==> config.mk <==
export PLATFORM = sky130hd
export DESIGN_NAME = multicycle_ctrl_fsm
export DESIGN_NICKNAME = d
export VERILOG_FILES = /design/src/rtl/multicycle_ctrl_pkg.sv /design/src/rtl/alu_decoder.sv /design/src/rtl/multicycle_ctrl_fsm.sv
export SDC_FILE = /design/constraint.sdc
export NUM_CORES = 1
export LEC_CHECK = 0
export CORE_ASPECT_RATIO = 0.75
export CORE_MARGIN = 10
export CORE_UTILIZATION = 52
export DETAILED_ROUTE_END_ITERATION = 10
export PLACE_DENSITY = 0.86
export RECOVER_POWER = 100
export SLEW_MARGIN = 10
export SYNTH_ARGS = -nofsm -noshare
export SYNTH_HDL_FRONTEND = slang
export SYNTH_SLANG_ARGS = --single-unit
==> constraint.sdc <==
create_clock -name clk -period 6.15 [get_ports clk]
set_clock_uncertainty 0.15 [all_clocks]
set_input_delay 1.5375 -clock clk [delete_from_list [all_inputs] [get_ports clk]]
set_output_delay 1.5375 -clock clk [all_outputs]
set_load 0.005 [all_outputs]
==> src/rtl/multicycle_ctrl_pkg.sv <==
// Shared encodings for the multicycle control unit: ALU codes, opcodes,
// operand/result select encodings and the controller state type.
package multicycle_ctrl_pkg;

    // ALUControl codes
    localparam logic [2:0] AluIdle = 3'b000;
    localparam logic [2:0] AluAdd  = 3'b001;
    localparam logic [2:0] AluSub  = 3'b010;
    localparam logic [2:0] AluOr   = 3'b011;
    localparam logic [2:0] AluAnd  = 3'b100;
    localparam logic [2:0] AluEq   = 3'b101;
    localparam logic [2:0] AluNeq  = 3'b110;

    // Supported RV32 opcodes
    localparam logic [6:0] OpLoad   = 7'b0000011;
    localparam logic [6:0] OpStore  = 7'b0100011;
    localparam logic [6:0] OpRtype  = 7'b0110011;
    localparam logic [6:0] OpItype  = 7'b0010011;
    localparam logic [6:0] OpBranch = 7'b1100011;
    localparam logic [6:0] OpJal    = 7'b1101111;

    // ALU operand A select
    localparam logic [1:0] SrcAPc    = 2'b00;
    localparam logic [1:0] SrcAOldPc = 2'b01;
    localparam logic [1:0] SrcARegA  = 2'b10;

    // ALU operand B select
    localparam logic [1:0] SrcBRegB = 2'b00;
    localparam logic [1:0] SrcBImm  = 2'b01;
    localparam logic [1:0] SrcBFour = 2'b10;

    // Result mux select
    localparam logic [1:0] ResAluOut    = 2'b00;
    localparam logic [1:0] ResMemData   = 2'b01;
    localparam logic [1:0] ResAluResult = 2'b10;

    typedef enum logic [3:0] {
        StFetch,
        StDecode,
        StMemAdr,
        StMemRead,
        StMemWb,
        StMemWrite,
        StExecR,
        StExecI,
        StAluWb,
        StBranch,
        StJal
    } ctrl_state_e;

endpackage

==> src/rtl/alu_decoder.sv <==
// Combinational ALU decoder: maps opcode/funct fields to an ALUControl code
// and flags funct encodings the controller does not support.
module alu_decoder
    import multicycle_ctrl_pkg::*;
(
    input  logic [6:0] op_i,
    input  logic [2:0] funct3_i,
    input  logic       funct7b5_i,
    output logic [2:0] alu_ctrl_o,
    output logic       illegal_o
);

    // Decode funct fields; opcodes without an ALU function default to add.
    always_comb begin
        alu_ctrl_o = AluAdd;
        illegal_o  = 1'b0;
        case (op_i)
            OpRtype, OpItype: begin
                case (funct3_i)
                    3'b000:  alu_ctrl_o = (op_i == OpRtype && funct7b5_i) ? AluSub : AluAdd;
                    3'b110:  alu_ctrl_o = AluOr;
                    3'b111:  alu_ctrl_o = AluAnd;
                    default: illegal_o  = 1'b1;
                endcase
                // Only R-type add/sub uses bit 30
                if (op_i == OpRtype && funct7b5_i && funct3_i != 3'b000) begin
                    illegal_o = 1'b1;
                end
            end
            OpBranch: begin
                case (funct3_i)
                    3'b000:  alu_ctrl_o = AluEq;
                    3'b001:  alu_ctrl_o = AluNeq;
                    default: illegal_o  = 1'b1;
                endcase
            end
            default: begin
                alu_ctrl_o = AluAdd;
            end
        endcase
    end

endmodule

==> src/rtl/multicycle_ctrl_fsm.sv <==
// Main control FSM of the multicycle processor. Sequences the shared ALU
// through fetch/decode/execute/memory/writeback, stalls on MemReady and
// counts retired instructions.
module multicycle_ctrl_fsm #(
    parameter int unsigned CNT_W = 32
) (
    input  logic             clk,
    input  logic             reset,
    input  logic [6:0]       Op,
    input  logic [2:0]       Funct3,
    input  logic             Funct7b5,
    input  logic             ALUFlag,
    input  logic             MemReady,
    output logic [2:0]       ALUControl,
    output logic [1:0]       ALUSrcASel,
    output logic [1:0]       ALUSrcBSel,
    output logic [1:0]       ResultSrc,
    output logic             AdrSrc,
    output logic             IRWrite,
    output logic             PCWrite,
    output logic             MemWrite,
    output logic             RegWrite,
    output logic             IllegalInstr,
    output logic [CNT_W-1:0] RetiredCnt
);
    import multicycle_ctrl_pkg::*;

    ctrl_state_e      state_q, state_d;
    logic [CNT_W-1:0] cnt_q, cnt_d;

    logic [2:0] dec_alu;
    logic       dec_illegal;
    logic       op_known;
    logic       instr_illegal;

    logic [2:0] alu_ctrl;
    logic       ir_write, pc_update, mem_write, reg_write, illegal, retire;

    alu_decoder u_alu_decoder (
        .op_i       (Op),
        .funct3_i   (Funct3),
        .funct7b5_i (Funct7b5),
        .alu_ctrl_o (dec_alu),
        .illegal_o  (dec_illegal)
    );

    assign op_known = (Op == OpLoad) || (Op == OpStore) || (Op == OpRtype) ||
                      (Op == OpItype) || (Op == OpBranch) || (Op == OpJal);
    assign instr_illegal = !op_known || dec_illegal;

    // State register and retired-instruction counter, synchronous reset.
    always_ff @(posedge clk) begin
        if (reset) begin
            state_q <= StFetch;
            cnt_q   <= '0;
        end else begin
            state_q <= state_d;
            cnt_q   <= cnt_d;
        end
    end

    // Next-state and Moore output decode.
    always_comb begin
        state_d    = state_q;
        alu_ctrl   = AluIdle;
        ALUSrcASel = SrcAPc;
        ALUSrcBSel = SrcBRegB;
        ResultSrc  = ResAluOut;
        AdrSrc     = 1'b0;
        ir_write   = 1'b0;
        pc_update  = 1'b0;
        mem_write  = 1'b0;
        reg_write  = 1'b0;
        illegal    = 1'b0;
        retire     = 1'b0;
        unique case (state_q)
            StFetch: begin
                ALUSrcBSel = SrcBFour;
                alu_ctrl   = AluAdd;
                ResultSrc  = ResAluResult;
                if (MemReady) begin
                    ir_write  = 1'b1;
                    pc_update = 1'b1;
                    state_d   = StDecode;
                end
            end
            StDecode: begin
                // Branch/jal target lands in ALUOut
                ALUSrcASel = SrcAOldPc;
                ALUSrcBSel = SrcBImm;
                alu_ctrl   = AluAdd;
                if (instr_illegal) begin
                    illegal = 1'b1;
                    state_d = StFetch;
                end else begin
                    case (Op)
                        OpLoad, OpStore: state_d = StMemAdr;
                        OpRtype:         state_d = StExecR;
                        OpItype:         state_d = StExecI;
                        OpBranch:        state_d = StBranch;
                        OpJal:           state_d = StJal;
                        default:         state_d = StFetch;
                    endcase
                end
            end
            StMemAdr: begin
                ALUSrcASel = SrcARegA;
                ALUSrcBSel = SrcBImm;
                alu_ctrl   = AluAdd;
                state_d    = (Op == OpLoad) ? StMemRead : StMemWrite;
            end
            StMemRead: begin
                AdrSrc = 1'b1;
                if (MemReady) begin
                    state_d = StMemWb;
                end
            end
            StMemWb: begin
                ResultSrc = ResMemData;
                reg_write = 1'b1;
                retire    = 1'b1;
                state_d   = StFetch;
            end
            StMemWrite: begin
                AdrSrc    = 1'b1;
                mem_write = 1'b1;
                if (MemReady) begin
                    retire  = 1'b1;
                    state_d = StFetch;
                end
            end
            StExecR: begin
                ALUSrcASel = SrcARegA;
                ALUSrcBSel = SrcBRegB;
                alu_ctrl   = dec_alu;
                state_d    = StAluWb;
            end
            StExecI: begin
                ALUSrcASel = SrcARegA;
                ALUSrcBSel = SrcBImm;
                alu_ctrl   = dec_alu;
                state_d    = StAluWb;
            end
            StAluWb: begin
                ResultSrc = ResAluOut;
                reg_write = 1'b1;
                retire    = 1'b1;
                state_d   = StFetch;
            end
            StBranch: begin
                ALUSrcASel = SrcARegA;
                ALUSrcBSel = SrcBRegB;
                alu_ctrl   = dec_alu;
                ResultSrc  = ResAluOut;
                retire     = 1'b1;
                state_d    = StFetch;
            end
            StJal: begin
                // PC <- target held in ALUOut; ALU forms OldPC+4 for rd
                ALUSrcASel = SrcAOldPc;
                ALUSrcBSel = SrcBFour;
                alu_ctrl   = AluAdd;
                ResultSrc  = ResAluOut;
                pc_update  = 1'b1;
                state_d    = StAluWb;
            end
            default: begin
                state_d = StFetch;
            end
        endcase
    end

    // Counter next value; wraps silently.
    always_comb begin
        cnt_d = cnt_q;
        if (retire) begin
            cnt_d = cnt_q + CNT_W'(1);
        end
    end

    // Enables and ALU code are forced idle while reset is held.
    always_comb begin
        ALUControl   = reset ? AluIdle : alu_ctrl;
        IRWrite      = !reset && ir_write;
        PCWrite      = !reset && (pc_update || (state_q == StBranch && ALUFlag));
        MemWrite     = !reset && mem_write;
        RegWrite     = !reset && reg_write;
        IllegalInstr = !reset && illegal;
        RetiredCnt   = cnt_q;
    end

endmodule

==> metrics.txt <==
WL met3=425 um; # diodes=0; violated checks=max-capacitance violations, max-slew violations; layout net count=361; Ys Warns=0; crit path buf inv count=2; Crit. End Element=output port; relative slew slack=-26.6%; P_leak=1.01 nW; final std cell area, no fill=2920 um^2; Routed WL=6.04 mm; layout cell share with drive strength beyond 1=4.06%; CTS max path bufs=2; FF+latch area=721 um^2; first-pass GRT wire length=9.62 mm; Post-synth EDFFs=0; total power=0.455 mW; top-area cell type share of the netlist area=32.5%; max frequency=175 MHz; post-DP HPWL=4.50 mm; ys flop type=dfxtp_1; WHS=376 ps; Site Rows=20; Least-Margin Pin Slew=1900 ps; Routability Congestion=0.877; routed wl met2=2.71 mm; area delta synth->final=31.9%; Detailed Routing Iterations Pass 1=4; CTS tree=yes; status=finished with violations; DR vias=2,315; Final Hold Viols=0; cell mode on critical path=dlygate4sd3_1; dpl cell area=2840 um^2; final worst setup slack=450 ps; drc violations=0; Crit path max-delay family=buffers and inverters; clock latency at the later pin of the worst-skew pair=290 ps; delay of the slowest critical-path stage=610 ps; die area=7300 um^2; cts bufs inserted=5; synthesized instance count=295; Placed Cells=393; final setup vio count=0; area of the multi-input gates=1390 um^2; Seq/Total Area, Yosys=32.5%; RSZ-0062 raised after global routing=false; DR iter-0 viols=183; Tcrit/Tclk final=92.7%; Max Transition Viols Final=28; H-Tree Level Count=2; Async SR Flop Fraction=0%; final non-filler cell total=400; global-route usage over all layers=15.7%; initial antenna violation count=0; fillcell total=339; vias in the first global route=2,009; # hold bufs at CTS=0; Max Used Layer=met4; CP Cell Sequence=dlygate4sd3_1 -> nand4bb_1 -> nor3b_1 -> a22oi_1 -> nor3_1 -> dlygate4sd3_1; total gr overflow=0; number of port buffers=61; initial core utilization=54.3%; Synth Register Bits=36; Synthesized Nets=311; crit path time final=5700 ps; Synth Area per Inst=7.51 um^2; worst hold path type=reg2reg; DRT antenna net count=0; drt wl/cell=15.1 um; Core Box Area=4080 um^2; clk sinks=36; fin util=71.7%; pre-CTS setup slack=648 ps; Worst Path Required=4460 ps; Worst VDD drop=0.000108 V; post-CTS setup buffer count=0; number of distinct library cells after synthesis=48; CP startpoint kind=input pin; WL met1=2.83 mm; max-cap violations=1; setup TNS=0 ps; Max FO, Critical Path=6; Die H=76.5 um; CP Class=in2out; largest net degree at the start of global routing=28; worst path arrival time=4010 ps; synthesized cell area=2220 um^2; Crit-path slowest cell=dlygate4sd3_1; Via density=5.79; # IOs=62; biggest area consumer among synthesized cells=dfxtp_1; PwrDens=156 nW/um^2; Post-CTS Resized=0; die width=95.4 um; root buf cell=clkbuf_8; clk slew on worst S/H paths=70 ps; Synth area leaders=dfxtp_1 33%, xnor2_1 9.5%, nor2_1 6.9%, nor4_1 4.8%, nand2_1 4.4%
[worst reg2reg max path, stage by stage (launching register included)]
cell and delay [ps]:
dfxtp_1 780, nor2b_1 150, a21oi_1 1450, nor3_1 340
nand4_1 230, mux2_2 350
[synth_stat cells (all sizes together), types with 5 or more instances]
| cell | instances |
|---|---|
| nor3 | 16 |
| nor4 | 17 |
| inv | 8 |
| clkbuf | 17 |
| a21oi | 13 |
| dfxtp | 36 |
| nor2 | 41 |
| nand3 | 10 |
| or3 | 5 |
| nand4 | 11 |
| nand2 | 26 |
| o21ai | 10 |
| nor4b | 7 |
| xnor2 | 24 |
| nor2b | 6 |
[path summary, 6_finish.rpt]
kind | from | cells after the start | to | slack [ps]
setup / recovery | Op[2] | 6 | IllegalInstr | 450
hold reg to reg | RetiredCnt[30] | 2 | RetiredCnt[31] | 380
setup reg to reg | state_q[2] | 5 | RetiredCnt[27] | 2590
hold / removal | RetiredCnt[30] | 2 | RetiredCnt[31] | 380
[power breakdown]
group | switching [mW] | internal (mW) | total, mW
clock network | 0.0836 | 0.0998 | 0.183
logic | 0.0190 | 0.0178 | 0.0368
registers | 0.00130 | 0.233 | 0.235
[per-layer routing]
layer / vias up / global-route usage [%]
met2: 60 / 23.0
li1: 1166 / -
met5: - / 0
met4: 0 / 4.85
met1: 1081 / 21.3
met3: 8 / 4.92
[sequential cells by signal (all words and copies together) (netlist names)]
| signal | flops |
|---|---|
| state_q | 4 |
| RetiredCnt | 32 |
[cells in the final DEF, fill, tap and decap left out, types with 3 or more instances in the layout]
master,Yosys,routed
nor4b_1,7,7
clkdlybuf4s50_1,0,13
a21oi_1,13,13
o21ai_0,10,10
nor2b_1,6,6
nor2_1,41,41
nor4_1,17,17
dlygate4sd3_1,0,48
inv_1,8,8
dfxtp_1,36,36
nand2_1,26,26
mux2i_1,3,3
nor3_1,16,16
a21o_1,3,3
clkbuf_8,0,7
nand4_1,10,10
nand3_1,10,10
nor3b_1,3,3
or3_1,5,5
xnor2_1,24,24
[layout make-up]
| type | instances | share of cell area [%] |
|---|---|---|
| Tap cell | 55 | 2.35 |
| Clock buffer | 7 | 3.30 |
| Multi-Input combinational cell | 231 | 47.5 |
| Timing Repair Buffer | 63 | 21.1 |
| Sequential cell | 36 | 24.7 |
| Inverter | 8 | 1.03 |
[cell families (layout without fill, tap and decap cells)]
group,count (synthesis),count (layout),share of synthesized area [%]
adder cells (fa/ha/maj),1,1,0.565
AND/OR/NAND/NOR,156,156,37.3
XOR/XNOR,25,25,9.88
multiplexers,4,4,1.86
buffers and inverters,28,78,4.80
flip-flops,36,36,32.5
AO/OA/AOI/OAI,45,45,13.1
No activity file was read; power rests on OpenSTA's default activity.
